`src/rtl/glitcher_pkg.sv`:
```
// Shared constants and drain FSM state encoding for the UART transmit queue.
package glitcher_pkg;

    localparam int UART_BYTE_W        = 8;
    localparam int TX_QUEUE_DEPTH_DEF = 16;
    localparam int BUSY_GUARD_CYCLES  = 4;

    typedef enum logic [1:0] {
        DRAIN_IDLE      = 2'd0,
        DRAIN_WAIT_BUSY = 2'd1,
        DRAIN_WAIT_DONE = 2'd2
    } drain_state_t;

endpackage

```
`src/rtl/byte_fifo.sv`:
```
// Byte-wide circular storage with a 1-or-4-byte write port and a 1-byte read.
// Admission decisions are made by the caller; this block trusts push/pop.
module byte_fifo
    import glitcher_pkg::*;
#(
    parameter int DEPTH = TX_QUEUE_DEPTH_DEF
) (
    input  logic                     clk,
    input  logic                     reset,
    input  logic                     push_byte,
    input  logic [UART_BYTE_W-1:0]   byte_in,
    input  logic                     push_word,
    input  logic [31:0]              word_in,
    input  logic                     pop,
    output logic [UART_BYTE_W-1:0]   head,
    output logic [$clog2(DEPTH):0]   count
);

    localparam int AW = $clog2(DEPTH);
    localparam int CW = AW + 1;

    logic [UART_BYTE_W-1:0] mem [DEPTH];
    logic [AW-1:0]          wr_ptr;
    logic [AW-1:0]          rd_ptr;
    logic [CW-1:0]          push_n;
    logic [CW-1:0]          pop_n;

    assign push_n = push_word ? CW'(4) : (push_byte ? CW'(1) : '0);
    assign pop_n  = pop ? CW'(1) : '0;
    assign head   = mem[rd_ptr];

    // Storage write: a word lands MSB first so it also leaves MSB first.
    always_ff @(posedge clk) begin
        if (push_word) begin
            mem[wr_ptr]          <= word_in[31:24];
            mem[wr_ptr + AW'(1)] <= word_in[23:16];
            mem[wr_ptr + AW'(2)] <= word_in[15:8];
            mem[wr_ptr + AW'(3)] <= word_in[7:0];
        end else if (push_byte) begin
            mem[wr_ptr] <= byte_in;
        end
    end

    // Pointers wrap naturally at DEPTH; occupancy tracked separately.
    always_ff @(posedge clk or posedge reset) begin
        if (reset) begin
            wr_ptr <= '0;
            rd_ptr <= '0;
            count  <= '0;
        end else begin
            if (push_word)      wr_ptr <= wr_ptr + AW'(4);
            else if (push_byte) wr_ptr <= wr_ptr + AW'(1);
            if (pop)            rd_ptr <= rd_ptr + AW'(1);
            count <= count + push_n - pop_n;
        end
    end

endmodule

```
`src/rtl/tx_byte_queue.sv`:
```
// UART transmit queue: admission of byte/word pushes, drain FSM that hands
// one byte at a time to the transmitter, and overflow reporting.
// Optional feature macro: TX_QUEUE_DROP_CNT_EN adds a saturating drop_count.
module tx_byte_queue
    import glitcher_pkg::*;
#(
    parameter int DEPTH = TX_QUEUE_DEPTH_DEF
) (
    input  logic                     clk,
    input  logic                     reset,
    input  logic [UART_BYTE_W-1:0]   wr_data,
    input  logic                     wr_en,
    input  logic [31:0]              wr_word,
    input  logic                     wr_word_en,
    output logic [UART_BYTE_W-1:0]   uart_data,
    output logic                     uart_enable,
    input  logic                     uart_ready,
    output logic                     empty,
    output logic                     full,
    output logic [$clog2(DEPTH):0]   free_count,
    output logic                     overflow
`ifdef TX_QUEUE_DROP_CNT_EN
    ,
    output logic [15:0]              drop_count
`endif
);

    localparam int CW = $clog2(DEPTH) + 1;
    localparam int GW = $clog2(BUSY_GUARD_CYCLES);

    drain_state_t           state;
    logic [GW-1:0]          guard_cnt;
    logic [CW-1:0]          count;
    logic [UART_BYTE_W-1:0] head;
    logic                   word_acc, word_drop, byte_acc, byte_drop, pop;

    // Status comes from registered occupancy, so a same-cycle pop never
    // makes room for a push.
    assign empty      = (count == '0);
    assign full       = (count == CW'(DEPTH));
    assign free_count = CW'(DEPTH) - count;

    // Word strobe wins a collision; a word never goes in partially.
    assign word_acc  = wr_word_en && (free_count >= CW'(4));
    assign word_drop = wr_word_en && !word_acc;
    assign byte_acc  = wr_en && !wr_word_en && !full;
    assign byte_drop = wr_en && !byte_acc;

    assign pop = (state == DRAIN_IDLE) && !empty && uart_ready;

    byte_fifo #(.DEPTH(DEPTH)) u_fifo (
        .clk       (clk),
        .reset     (reset),
        .push_byte (byte_acc),
        .byte_in   (wr_data),
        .push_word (word_acc),
        .word_in   (wr_word),
        .pop       (pop),
        .head      (head),
        .count     (count)
    );

    // Drain FSM: strobe one byte, wait for the transmitter to go busy and
    // come back idle; give up waiting for busy after the guard window.
    always_ff @(posedge clk or posedge reset) begin
        if (reset) begin
            state       <= DRAIN_IDLE;
            guard_cnt   <= '0;
            uart_enable <= 1'b0;
            uart_data   <= '0;
        end else begin
            uart_enable <= 1'b0;
            case (state)
                DRAIN_IDLE: begin
                    if (pop) begin
                        uart_enable <= 1'b1;
                        uart_data   <= head;
                        guard_cnt   <= '0;
                        state       <= DRAIN_WAIT_BUSY;
                    end
                end
                DRAIN_WAIT_BUSY: begin
                    if (!uart_ready)
                        state <= DRAIN_WAIT_DONE;
                    else if (guard_cnt == GW'(BUSY_GUARD_CYCLES - 1))
                        state <= DRAIN_IDLE;
                    else
                        guard_cnt <= guard_cnt + GW'(1);
                end
                DRAIN_WAIT_DONE: begin
                    if (uart_ready) state <= DRAIN_IDLE;
                end
                default: state <= DRAIN_IDLE;
            endcase
        end
    end

    // Overflow pulses the cycle after any dropped push.
    always_ff @(posedge clk or posedge reset) begin
        if (reset) overflow <= 1'b0;
        else       overflow <= word_drop || byte_drop;
    end

`ifdef TX_QUEUE_DROP_CNT_EN
    logic [16:0] drop_sum;
    assign drop_sum = {1'b0, drop_count} + 17'(word_drop) + 17'(byte_drop);

    // Saturating count of dropped pushes (a word counts as one).
    always_ff @(posedge clk or posedge reset) begin
        if (reset) drop_count <= '0;
        else       drop_count <= drop_sum[16] ? 16'hFFFF : drop_sum[15:0];
    end
`endif

endmodule

```
`config.mk`:
```
export PLATFORM = sky130hd
export DESIGN_NAME = tx_byte_queue
export DESIGN_NICKNAME = d
export VERILOG_FILES = /design/src/rtl/glitcher_pkg.sv /design/src/rtl/byte_fifo.sv /design/src/rtl/tx_byte_queue.sv
export SDC_FILE = /design/constraint.sdc
export NUM_CORES = 1
export LEC_CHECK = 0
export ABC_AREA = 0
export CAP_MARGIN = 5
export CORE_AREA = 5 5 247 189
export CTS_BUF_LIST = sky130_fd_sc_hd__clkbuf_8
export CTS_CLUSTER_SIZE = 40
export DETAILED_ROUTE_END_ITERATION = 7
export DIE_AREA = 0 0 252 194
export MAX_ROUTING_LAYER = met4
export SLEW_MARGIN = 20
export SYNTH_ARGS = -nofsm -noshare
export SYNTH_HDL_FRONTEND = slang
export SYNTH_SLANG_ARGS = --single-unit
```
`constraint.sdc`:
```
create_clock -name clk -period 7.5 [get_ports clk]
set_clock_uncertainty 0.15 [all_clocks]
set_input_delay 1.5 -clock clk [delete_from_list [all_inputs] [get_ports clk]]
set_output_delay 1.5 -clock clk [all_outputs]
set_load 0.005 [all_outputs]
```
==> results by group <==
Setup path
  – CP max stage cell: a21oi_1
  – Critical path peak fanout: 12
  – CP top delay family: compound AO/OA/AOI/OAI gates
  – Critical setup path kind: register to register
  – WP data required: about 7700 ps
  – Arrival time worst endpoint: roughly 5000 ps
  – Critical R2R Launch: u_fifo.wr_ptr[2]
  – CP startpoint: u_fifo.wr_ptr[2]
  – Worst Setup End Kind: register
  – Worst stage delay on the critical path: about 900 ps
  – Worst reg2reg setup slack: between 2000 and 3000 ps
  – CP Buf/Inv Count: 1
  – Cell Chain, Critical Path: ha_1, nand3b_1, a21oi_1, buf_4, nand3_1, a221oi_1, o32a_1
  – CP startpoint kind: register

Synth
  – Largest cells by area after synthesis: edfxtp_1 30%, mux4_2 6.9%, dfrtp_1 5.2%
  – Post-synth cell types: 86
  – Register area share after synthesis: 34.8%
  – Dominant synthesized flop cell: edfxtp_1
  – Synth top area share: 29.6%
  – Flops & latches, synth: approximately 160
  – Cell taking the most area after synthesis: edfxtp_1
  – Syn Nets: about 1,500
  – Syn avg cell area: 9.41 sq um
  – Cell area after synthesis: approximately 0.013 sq mm
  – EDFF count, synth: around 130
  – FFs w/ async S/R, synth: 17.4%
  – Syn. warnings: 0
  – Post-synthesis cell count: 1,381

Power and ir drop
  – Part of the power in registers: roughly a quarter
  – Internal Pwr Total: between 0.003 and 0.004 W
  – Clock share of power: 10.4%
  – Final total power: 0.00707 W
  – Static Leak: around 4.6 nW
  – Combinational power share: 65.2%
  – PwrDens: 491 mW/mm^2
  – Peak supply drop: ~0.33 mV
  – Net Sw Power: between 0.003 and 0.004 W
  – Net Sw Frac: 53.9%

CTS
  – CTS tree: done
  – Root buffer selected by CTS: clkbuf_8
  – CTS HTree Levels: 4
  – Post-CTS Setup Bufs: 0
  – # hold bufs at CTS: 0
  – Clock transition at path regs: roughly 100 ps
  – Max Root-Sink Buffers: 2
  – Cts bufs inserted: 17
  – Post_cts resized: 0
  – Worst-skew pair later-pin latency: just over 500 ps
  – Total clock sinks: around 160

Detailed routing
  – Routed WL per cell: about 36 um
  – Detailed Route WL: between 70,000 and 80,000 um
  – Vias per cell: approximately 6.8
  – Vias: 13,300
  – Routed Antenna Nets: 0
  – DRC: 0
  – DRT Pass-1 Iters: 7
  – 1st-iter DRT viols: ~2,400

Timing
  – Final hold vios: 0
  – Setup violators final: 0
  – Max Fclk: roughly 210 MHz
  – Setup TNS: 0 ps
  – Slew Limit Fails: 0
  – Pin slew with the least headroom to its limit: about 1200 ps
  – Final worst-path cycle share: ~64%
  – RSZ-0062 raised after global routing: no
  – Clock period minus worst slack: ~4800 ps
  – Slew Limit Headroom: between 15 and 20%

Cells and area
  – Share of layout cells above drive strength 1: between 10% and 20%
  – P&R area growth vs syn: 10.9%
  – Final Core Density: approximately 33%
  – Final #Nets: 1,414

Run
  – Max-cap violations: 0

Floorplan
  – # IOs: just over 60
  – Initial Utilization: approximately 30%
  – Full die area: a little under 0.05 sq mm
  – Die Y: 194 um
  – Die width: ~250 um
  – CORE AREA: ~0.044 sq mm
  – Num rows: 67

Worst hold path
  – Min-Delay Path Class: register to register
  – Min-delay src: uart_data[4]

Outcome
  – Status: finished clean

Place
  – Detailed placement HPWL: between 40,000 and 50,000 um
  – GPL Wtd Cong: ~1.1
  – Port bufs: 61

Global routing
  – GRT Resource Usage Total: roughly 29%
  – Pin count of the biggest net entering global routing: 80
  – Vias in the first global route: between 10,000 and 15,000
  – Total grt overflow: 0
  – First-pass GRT wire length: 97,900 um
  – Initial antenna violation count: 9
sequential cells by signal, indices dropped and copies added (netlist names):
| signal | count |
|---|---|
| state | 2 |
| uart_data | 8 |
| u_fifo.count | 5 |
| overflow | 1 |
| guard_cnt | 2 |
| u_fifo.mem | 128 |
| u_fifo.wr_ptr | 4 |
| uart_enable | 1 |
| u_fifo.rd_ptr | 4 |
Yosys cell counts, types with 27 or more instances:
| library cell | instances |
|---|---|
| buf_2 | 43 |
| o21ai_0 | 75 |
| mux4_2 | 40 |
| a22oi_1 | 36 |
| nor3_1 | 39 |
| nor2_1 | 89 |
| o22ai_1 | 32 |
| mux2_2 | 39 |
| edfxtp_1 | 128 |
| a21oi_1 | 101 |
| clkbuf_1 | 88 |
| a31oi_1 | 36 |
| a21o_1 | 28 |
| dfrtp_1 | 27 |
| nand4_1 | 42 |
| nand3_1 | 52 |
| nand2_1 | 101 |
cell usage in the layout (no fill, tap or decap), types with 39 or more instances in the layout:
cell and n:
edfxtp_1 128, nand2_1 101, a21oi_1 101, nor2_1 87
o21ai_0 74, clkdlybuf4s50_1 58, nand3_1 52, nand4_1 42
mux4_2 40, mux2_2 39
final cells by class:
class                           count  area [sq um]
Fill cell                        4548         29600
Multi-Input combinational cell   1047          7740
Sequential cell                   155          4520
Timing Repair Buffer               99           881
Tap cell                          586           733
Clock buffer                       18           248
Clock inverter                     14           181
Inverter                           23          86.3
Antenna cell                        7          17.5
metrics by stage:
stage | instances | hold slack (ps) | instance area (sq um) | worst slack, ps
2_1_floorplan | 1381 | 324 | 13000 | 3900
3_3_place_gp | 1910 | 336 | 13900 | 2680
3_5_place_dp | 1910 | 346 | 13900 | 2690
4_1_cts | 1942 | 367 | 14400 | 2980
5_1_grt | 1949 | 382 | 14400 | 2730
6_report | 1949 | 365 | 14400 | 2690
logic make-up after synthesis:
logic type | count (synthesis) | synth area share (%)
AOI/OAI and AO/OA | 491 | 26.3
xor gates and xnor gates | 20 | 1.95
adders and majority gates | 26 | 2.56
buffers and inverters | 179 | 6.33
DFF | 155 | 34.8
muxes | 87 | 10.9
and+or+nand+nor | 423 | 17.1
routing by layer:
layer | global-route usage [%] | part of all wire, % | vias up | wire [um]
li1 | - | - | 5338 | -
met1 | 39.5 | 41 | 6459 | 28800
met2 | 36.7 | 38 | 1208 | 27100
met3 | 12.0 | 16 | 256 | 11000
met4 | 12.4 | 5.6 | 0 | 3970
met5 | - | 0 | - | 0
power groups by stage:
stage                     registers [W]  clock network (W)  logic (W)
final                           0.00173           0.000734    0.00461
after global routing            0.00176           0.000778    0.00472
after CTS                       0.00173           0.000741    0.00438
after detailed placement        0.00175                  0    0.00437
after global placement          0.00173                  0    0.00436
after floorplan                 0.00160                  0    0.00285
path summary, 6_finish.rpt:
kind / end / depth (start not counted)
min: uart_data[4] / 1
max in group asynchronous: u_fifo.rd_ptr[0] / 3
max reg2reg: u_fifo.mem[12][2] / 7
min in group asynchronous: overflow / 3
min reg2reg: uart_data[4] / 1
max: u_fifo.mem[12][2] / 7
Note: power is estimated with default switching activity, not from simulation.
